===== src/rtl/pipe_hazard_unit_if.sv =====
// rtl/pipe_hazard_unit_if.sv - ID-stage request and hazard-control bundle for pipe_hazard_unit
interface pipe_hazard_unit_if #(
   parameter int REG_ADDR_W = 5,
   parameter int CNT_W      = 16
);
   logic                  id_valid;
   logic [REG_ADDR_W-1:0] id_rs;
   logic [REG_ADDR_W-1:0] id_rt;
   logic                  id_uses_rs;
   logic                  id_uses_rt;
   logic [REG_ADDR_W-1:0] id_dest;
   logic                  id_regwrite;
   logic                  id_memread;
   logic                  id_jump;
   logic                  ex_branch_taken;

   logic                  stall;
   logic                  flush_if;
   logic                  flush_id;
   logic [1:0]            fwd_a;
   logic [1:0]            fwd_b;
   logic [CNT_W-1:0]      stall_count;
   logic [CNT_W-1:0]      flush_count;

   modport master (
      output id_valid, id_rs, id_rt, id_uses_rs, id_uses_rt, id_dest,
             id_regwrite, id_memread, id_jump, ex_branch_taken,
      input  stall, flush_if, flush_id, fwd_a, fwd_b, stall_count, flush_count
   );

   modport slave (
      input  id_valid, id_rs, id_rt, id_uses_rs, id_uses_rt, id_dest,
             id_regwrite, id_memread, id_jump, ex_branch_taken,
      output stall, flush_if, flush_id, fwd_a, fwd_b, stall_count, flush_count
   );
endinterface


===== src/rtl/pipe_hazard_unit.sv =====
// rtl/pipe_hazard_unit.sv - load-use stall, branch/jump flush and ALU forwarding control for a 5-stage MIPS pipe
module pipe_hazard_unit #(
   parameter int REG_ADDR_W = 5,
   parameter int CNT_W      = 16
) (
   input  logic               clk,
   input  logic               reset,
   pipe_hazard_unit_if.slave  hz
);

   logic                  ex_valid_q,    ex_valid_d;
   logic [REG_ADDR_W-1:0] ex_rs_q,       ex_rs_d;
   logic [REG_ADDR_W-1:0] ex_rt_q,       ex_rt_d;
   logic                  ex_uses_rs_q,  ex_uses_rs_d;
   logic                  ex_uses_rt_q,  ex_uses_rt_d;
   logic [REG_ADDR_W-1:0] ex_dest_q,     ex_dest_d;
   logic                  ex_regwrite_q, ex_regwrite_d;
   logic                  ex_memread_q,  ex_memread_d;

   logic                  mem_valid_q,    mem_valid_d;
   logic [REG_ADDR_W-1:0] mem_dest_q,     mem_dest_d;
   logic                  mem_regwrite_q, mem_regwrite_d;

   logic                  wb_valid_q,    wb_valid_d;
   logic [REG_ADDR_W-1:0] wb_dest_q,     wb_dest_d;
   logic                  wb_regwrite_q, wb_regwrite_d;

   logic [CNT_W-1:0]      stall_count_q, stall_count_d;
   logic [CNT_W-1:0]      flush_count_q, flush_count_d;

   logic                  load_use;
   logic                  stall;
   logic                  flush_id;
   logic                  flush_if;
   logic [1:0]            fwd_a;
   logic [1:0]            fwd_b;

   // MEM producer wins over WB: it is the younger write to the same register.
   function automatic logic [1:0] fwd_sel(
      input logic                  ex_valid,
      input logic                  uses_src,
      input logic [REG_ADDR_W-1:0] src,
      input logic                  mem_valid,
      input logic                  mem_regwrite,
      input logic [REG_ADDR_W-1:0] mem_dest,
      input logic                  wb_valid,
      input logic                  wb_regwrite,
      input logic [REG_ADDR_W-1:0] wb_dest
   );
      logic [1:0] sel;
      sel = 2'b00;
      if (ex_valid && uses_src) begin
         if (mem_valid && mem_regwrite && (mem_dest != '0) && (mem_dest == src)) begin
            sel = 2'b10;
         end else if (wb_valid && wb_regwrite && (wb_dest != '0) && (wb_dest == src)) begin
            sel = 2'b01;
         end
      end
      return sel;
   endfunction

   always_comb begin
      load_use = ex_valid_q && ex_memread_q && ex_regwrite_q && (ex_dest_q != '0) &&
                 hz.id_valid &&
                 ((hz.id_uses_rs && (hz.id_rs == ex_dest_q)) ||
                  (hz.id_uses_rt && (hz.id_rt == ex_dest_q)));
      stall    = load_use && !hz.ex_branch_taken;
      flush_if = hz.ex_branch_taken;
      flush_id = hz.ex_branch_taken || (hz.id_jump && hz.id_valid && !stall);
      fwd_a    = fwd_sel(ex_valid_q, ex_uses_rs_q, ex_rs_q,
                         mem_valid_q, mem_regwrite_q, mem_dest_q,
                         wb_valid_q, wb_regwrite_q, wb_dest_q);
      fwd_b    = fwd_sel(ex_valid_q, ex_uses_rt_q, ex_rt_q,
                         mem_valid_q, mem_regwrite_q, mem_dest_q,
                         wb_valid_q, wb_regwrite_q, wb_dest_q);
   end

   always_comb begin
      // Fields always follow ID; only the valid bit decides whether EX holds a bubble.
      ex_valid_d     = hz.id_valid && !stall && !hz.ex_branch_taken;
      ex_rs_d        = hz.id_rs;
      ex_rt_d        = hz.id_rt;
      ex_uses_rs_d   = hz.id_uses_rs;
      ex_uses_rt_d   = hz.id_uses_rt;
      ex_dest_d      = hz.id_dest;
      ex_regwrite_d  = hz.id_regwrite;
      ex_memread_d   = hz.id_memread;

      mem_valid_d    = ex_valid_q;
      mem_dest_d     = ex_dest_q;
      mem_regwrite_d = ex_regwrite_q;

      wb_valid_d     = mem_valid_q;
      wb_dest_d      = mem_dest_q;
      wb_regwrite_d  = mem_regwrite_q;

      stall_count_d  = stall_count_q;
      flush_count_d  = flush_count_q;
      if (stall && (stall_count_q != '1)) begin
         stall_count_d = stall_count_q + CNT_W'(1);
      end
      if (flush_id && (flush_count_q != '1)) begin
         flush_count_d = flush_count_q + CNT_W'(1);
      end
   end

   always_ff @(posedge clk) begin
      if (reset) begin
         ex_valid_q     <= 1'b0;
         ex_rs_q        <= '0;
         ex_rt_q        <= '0;
         ex_uses_rs_q   <= 1'b0;
         ex_uses_rt_q   <= 1'b0;
         ex_dest_q      <= '0;
         ex_regwrite_q  <= 1'b0;
         ex_memread_q   <= 1'b0;
         mem_valid_q    <= 1'b0;
         mem_dest_q     <= '0;
         mem_regwrite_q <= 1'b0;
         wb_valid_q     <= 1'b0;
         wb_dest_q      <= '0;
         wb_regwrite_q  <= 1'b0;
         stall_count_q  <= '0;
         flush_count_q  <= '0;
      end else begin
         ex_valid_q     <= ex_valid_d;
         ex_rs_q        <= ex_rs_d;
         ex_rt_q        <= ex_rt_d;
         ex_uses_rs_q   <= ex_uses_rs_d;
         ex_uses_rt_q   <= ex_uses_rt_d;
         ex_dest_q      <= ex_dest_d;
         ex_regwrite_q  <= ex_regwrite_d;
         ex_memread_q   <= ex_memread_d;
         mem_valid_q    <= mem_valid_d;
         mem_dest_q     <= mem_dest_d;
         mem_regwrite_q <= mem_regwrite_d;
         wb_valid_q     <= wb_valid_d;
         wb_dest_q      <= wb_dest_d;
         wb_regwrite_q  <= wb_regwrite_d;
         stall_count_q  <= stall_count_d;
         flush_count_q  <= flush_count_d;
      end
   end

   assign hz.stall       = stall;
   assign hz.flush_if    = flush_if;
   assign hz.flush_id    = flush_id;
   assign hz.fwd_a       = fwd_a;
   assign hz.fwd_b       = fwd_b;
   assign hz.stall_count = stall_count_q;
   assign hz.flush_count = flush_count_q;

endmodule


===== src/flat_wrapper.sv =====
// flat-port wrapper written by rule: the top's interface ports become plain ports
module pipe_hazard_unit_flat 
#(
   parameter int REG_ADDR_W = 5,
   parameter int CNT_W      = 16
)
  (clk, reset, hz_id_valid, hz_id_rs, hz_id_rt, hz_id_uses_rs, hz_id_uses_rt, hz_id_dest, hz_id_regwrite, hz_id_memread, hz_id_jump, hz_ex_branch_taken, hz_stall, hz_flush_if, hz_flush_id, hz_fwd_a, hz_fwd_b, hz_stall_count, hz_flush_count);
  pipe_hazard_unit_if #(.REG_ADDR_W(REG_ADDR_W), .CNT_W(CNT_W)) hz_i ();
  input  logic clk;
  input  logic reset;
  input wire logic [$bits(hz_i.id_valid)-1:0] hz_id_valid;
  input wire logic [$bits(hz_i.id_rs)-1:0] hz_id_rs;
  input wire logic [$bits(hz_i.id_rt)-1:0] hz_id_rt;
  input wire logic [$bits(hz_i.id_uses_rs)-1:0] hz_id_uses_rs;
  input wire logic [$bits(hz_i.id_uses_rt)-1:0] hz_id_uses_rt;
  input wire logic [$bits(hz_i.id_dest)-1:0] hz_id_dest;
  input wire logic [$bits(hz_i.id_regwrite)-1:0] hz_id_regwrite;
  input wire logic [$bits(hz_i.id_memread)-1:0] hz_id_memread;
  input wire logic [$bits(hz_i.id_jump)-1:0] hz_id_jump;
  input wire logic [$bits(hz_i.ex_branch_taken)-1:0] hz_ex_branch_taken;
  output wire logic [$bits(hz_i.stall)-1:0] hz_stall;
  output wire logic [$bits(hz_i.flush_if)-1:0] hz_flush_if;
  output wire logic [$bits(hz_i.flush_id)-1:0] hz_flush_id;
  output wire logic [$bits(hz_i.fwd_a)-1:0] hz_fwd_a;
  output wire logic [$bits(hz_i.fwd_b)-1:0] hz_fwd_b;
  output wire logic [$bits(hz_i.stall_count)-1:0] hz_stall_count;
  output wire logic [$bits(hz_i.flush_count)-1:0] hz_flush_count;
  assign hz_i.id_valid = hz_id_valid;
  assign hz_i.id_rs = hz_id_rs;
  assign hz_i.id_rt = hz_id_rt;
  assign hz_i.id_uses_rs = hz_id_uses_rs;
  assign hz_i.id_uses_rt = hz_id_uses_rt;
  assign hz_i.id_dest = hz_id_dest;
  assign hz_i.id_regwrite = hz_id_regwrite;
  assign hz_i.id_memread = hz_id_memread;
  assign hz_i.id_jump = hz_id_jump;
  assign hz_i.ex_branch_taken = hz_ex_branch_taken;
  assign hz_stall = hz_i.stall;
  assign hz_flush_if = hz_i.flush_if;
  assign hz_flush_id = hz_i.flush_id;
  assign hz_fwd_a = hz_i.fwd_a;
  assign hz_fwd_b = hz_i.fwd_b;
  assign hz_stall_count = hz_i.stall_count;
  assign hz_flush_count = hz_i.flush_count;
  pipe_hazard_unit #(.REG_ADDR_W(REG_ADDR_W), .CNT_W(CNT_W)) u_core (.clk(clk), .reset(reset), .hz(hz_i));
endmodule

===== config.mk =====
export PLATFORM = sky130hd
export DESIGN_NAME = pipe_hazard_unit_flat
export DESIGN_NICKNAME = d
export VERILOG_FILES = /design/src/rtl/pipe_hazard_unit_if.sv /design/src/rtl/pipe_hazard_unit.sv /design/src/flat_wrapper.sv
export SDC_FILE = /design/constraint.sdc
export NUM_CORES = 1
export LEC_CHECK = 0
export CAP_MARGIN = 40
export CORE_MARGIN = 2
export CORE_UTILIZATION = 62
export DETAILED_ROUTE_END_ITERATION = 10
export DONT_BUFFER_PORTS = 1
export PLACE_DENSITY = 0.85
export SLEW_MARGIN = 20
export SYNTH_ARGS = -nofsm -noshare
export SYNTH_HDL_FRONTEND = slang
export SYNTH_SLANG_ARGS = --single-unit
export TNS_END_PERCENT = 100

===== constraint.sdc =====
create_clock -name clk -period 3.3 [get_ports clk]
set_input_delay 0.99 -clock clk [delete_from_list [all_inputs] [get_ports clk]]
set_output_delay 0.99 -clock clk [all_outputs]
set_load 0.05 [all_outputs]

==> run_results.csv <==
group,metric,value,unit
status,status,"complete, no violations",
clocking,root_buffer,"clkbuf_8",
synth,synth_area_leader_cell,"dfxtp_1",
grt,grt_pass1_wl,10400,µm
clocking,clkLatencyLatePin,340,ps
setup_path,crit_arrival,2050,ps
setup_path,r2r_cells,7,
clocking,cts_tree,"done",
timing,finalHoldViolCount,0,
grt,antenna_found_initial,0,
drt,wl_per_cell,15.9,µm
clocking,ctsHtreeMaxLevel,3,
clocking,clock-sinks,66,
clocking,cts_resized,0,
grt,grt_start_max_net_pins,75,
timing,period_needed,3040,ps
placed_design,dp.cells,387,
setup_path,endpoint_kind,"output port",
setup_path,cp_num_buf_inv,0,
job,cap_violations,0,
clocking,cts_made_buffers,9,
grt,grtUsageTotal,24.9,%
timing,tightest_slew,672,ps
floorplan,die_w,73.7,µm
drt,drt_pass1_iterations,4,
placed_design,io_buffers,0,
worst_hold_path,whs_endpoint,"u_core.mem_regwrite_q$_SDFF_PP0_",
setup_path,timing.rr.end,"u_core.hz.stall_count[14]$_SDFFE_PP0P_",
synth,syn_nets,357,
synth,synth_warnings,0,
setup_path,start_kind,"register",
layout,fillCellCount,355,
clocking,clk_path_buf_depth,2,
floorplan,die_area,5440,µm²
layout,final_common_cell,"dfxtp_1",
setup_path,path_max_fanout,4,
floorplan,die_y,73.7,µm
setup_path,reg2reg_slack,750,ps
grt,grt_pass1_vias,2312,
synth,ys.flop_type,"dfxtp_1",
timing,period_share,92.1,%
worst_hold_path,worstHoldStart,"u_core.ex_regwrite_q$_SDFF_PP0_",
setup_path,cp.required,2310,ps
floorplan,rows,25,
synth,yosys.area.top_type_share,43.8,%
synth,syn_avg_cell_area,9.11,µm²
worst_hold_path,hold_path_depth,1,
clocking,cts.hold.buffers_added,0,
layout,final_cell_mix,"dfxtp_1 (66), nor2b_1 (41), a21oi_1 (21)",
grt,overflow,0,
setup_path,crit_start,"u_core.mem_dest_q[0]$_SDFF_PP0_",
pwr,ir_worst_vdd,0.299,mV
drt,vias,2469,
drt,ant_nets,0,
drt,wl,6370,µm
synth,synth_edf_count,0,
layout,fin_cells,402,
synth,async_reset_ff_share,0,%
timing,skew,8.17,ps
timing,finalSetupTns,0,ps
setup_path,regToRegStartpoint,"u_core.hz.stall_count[3]$_SDFFE_PP0P_",
placed_design,globalplace.congestion,0.830,
floorplan,design.core.area,4690,µm²
floorplan,start_util,64.3,%
synth,synth_cells,331,
timing,max_slew_margin,55.1,%
drt,viasPerCell,6.14,
drt,remaining_drc_errors,0,
floorplan,io-pin-count,63,
setup_path,slowest_stage,"and3_1",
synth,synthTopCellsByArea,"dfxtp_1 (44%), nor2b_1 (8.5%), xnor2_1 (5.8%), xor2_1 (4.1%), a21oi_1 (3.5%)",
pwr,p_leak,1.21,nW
setup_path,crit_chain,"or4_1 -> o211ai_1 -> nor4_1 -> and3_1",
setup_path,slowest_delay,550,ps
layout,fin_nets,370,
timing,max_freq,329,MHz
timing,rsz0062_at_grt,"false",
drt,drt_iter0_drc,153,
timing,setup_viol,0,
setup_path,critPathTopFamily,"simple AND/OR/NAND/NOR gates",
synth,ys_ff_latch,66,
pwr,p_per_area,471,nW/µm²
placed_design,dp.final_hpwl,4450,µm
layout,diodes,0,
setup_path,path_class,"reg2out",
clocking,clk_pin_slew,70,ps
timing,timing.final.max_slew_violations,0,
clocking,cts_setup_buffers,0,
layout,drive_gt1_share,12.6,%
worst_hold_path,hold_path.class,"reg2reg",
layout,syn_to_final_growth,10.8,%
synth,synth_area,3020,µm²
synth,ys_seq_area_share,43.8,%
synth,synth_cell_type_count,37,
==> cell usage after synthesis (all sizes together) (4+ instances only) <==
cell type	number
nor2b	41
or3	6
o21ai	8
xor2	14
nand2	16
and3	4
nor3	5
dfxtp	66
a211oi	4
xnor2	20
clkbuf	9
a21oi	21
nand3	18
buf	5
nor2	19
o31ai	11
inv	4
mux2	8
nor4	6
nand4	13
or4	13
and4	6
==> per-stage QoR <==
| step | area [µm²] | worst slack (ps) | hold WS (ps) | util (%) | power (mW) |
|---|---|---|---|---|---|
| floorplan | 3020 | 109 | 438 | - | 0.936 |
| global placement | 3160 | 318 | 451 | 67.3 | 0.940 |
| detailed placement | 3160 | 296 | 449 | 67.3 | 0.943 |
| CTS | 3340 | 264 | 459 | 71.2 | 1.58 |
| global route | 3340 | 157 | 480 | 71.2 | 1.63 |
| finish | 3340 | 262 | 461 | 71.2 | 1.57 |
==> per-layer routing <==
metal / vias up / track usage [%] / wire, µm
met4: 0 / 12.1 / 66
met2: 82 / 37.8 / 3050
met1: 1166 / 32.5 / 2850
li1: 1215 / - / -
met5: - / 0 / 0
met3: 6 / 6.86 / 407
==> worst max-delay path by stage <==
stage / slack [ps] / end / cells after the start
after detailed placement: 300 / hz_flush_id / 6
after global routing: 160 / hz_fwd_b[1] / 4
after CTS: 260 / hz_fwd_a[1] / 4
final: 260 / hz_fwd_a[1] / 4
after floorplan: 110 / hz_fwd_a[0] / 4
after global placement: 320 / hz_flush_id / 6
==> power breakdown <==
part,internal (mW),switching (mW)
combinational,0.0438,0.0326
clock,0.363,0.284
sequential,0.818,0.0315
==> cell families after synthesis <==
| family | synth area share, % |
|---|---|
| AOI/OAI and AO/OA | 10.1 |
| DFF | 43.8 |
| adders and majority gates | 0.830 |
| muxes | 3.32 |
| xor gates and xnor gates | 9.88 |
| and+or+nand+nor | 29.3 |
| buffers and inverters | 2.78 |
==> cell type report <==
class | count | area (µm²) | area share (%)
well taps | 54 | 67.6 | 2.02
multi-input cells | 247 | 1620 | 48.5
flip-flops and latches | 66 | 1320 | 39.5
clock buffers | 12 | 145 | 4.34
inverters | 4 | 15.0 | 0.449
repair buffers | 16 | 133 | 3.97
clock inverters | 3 | 40.0 | 1.20
==> state kept, by name (all words and copies together), names as in the netlist, 5 cells and up <==
signal	count
u_core.wb_dest_q	5
u_core.mem_dest_q	5
u_core.ex_rt_q	5
u_core.ex_dest_q	5
u_core.ex_rs_q	5
u_core.hz.flush_count	16
u_core.hz.stall_count	16
Note: power is estimated with default switching activity, not from simulation.
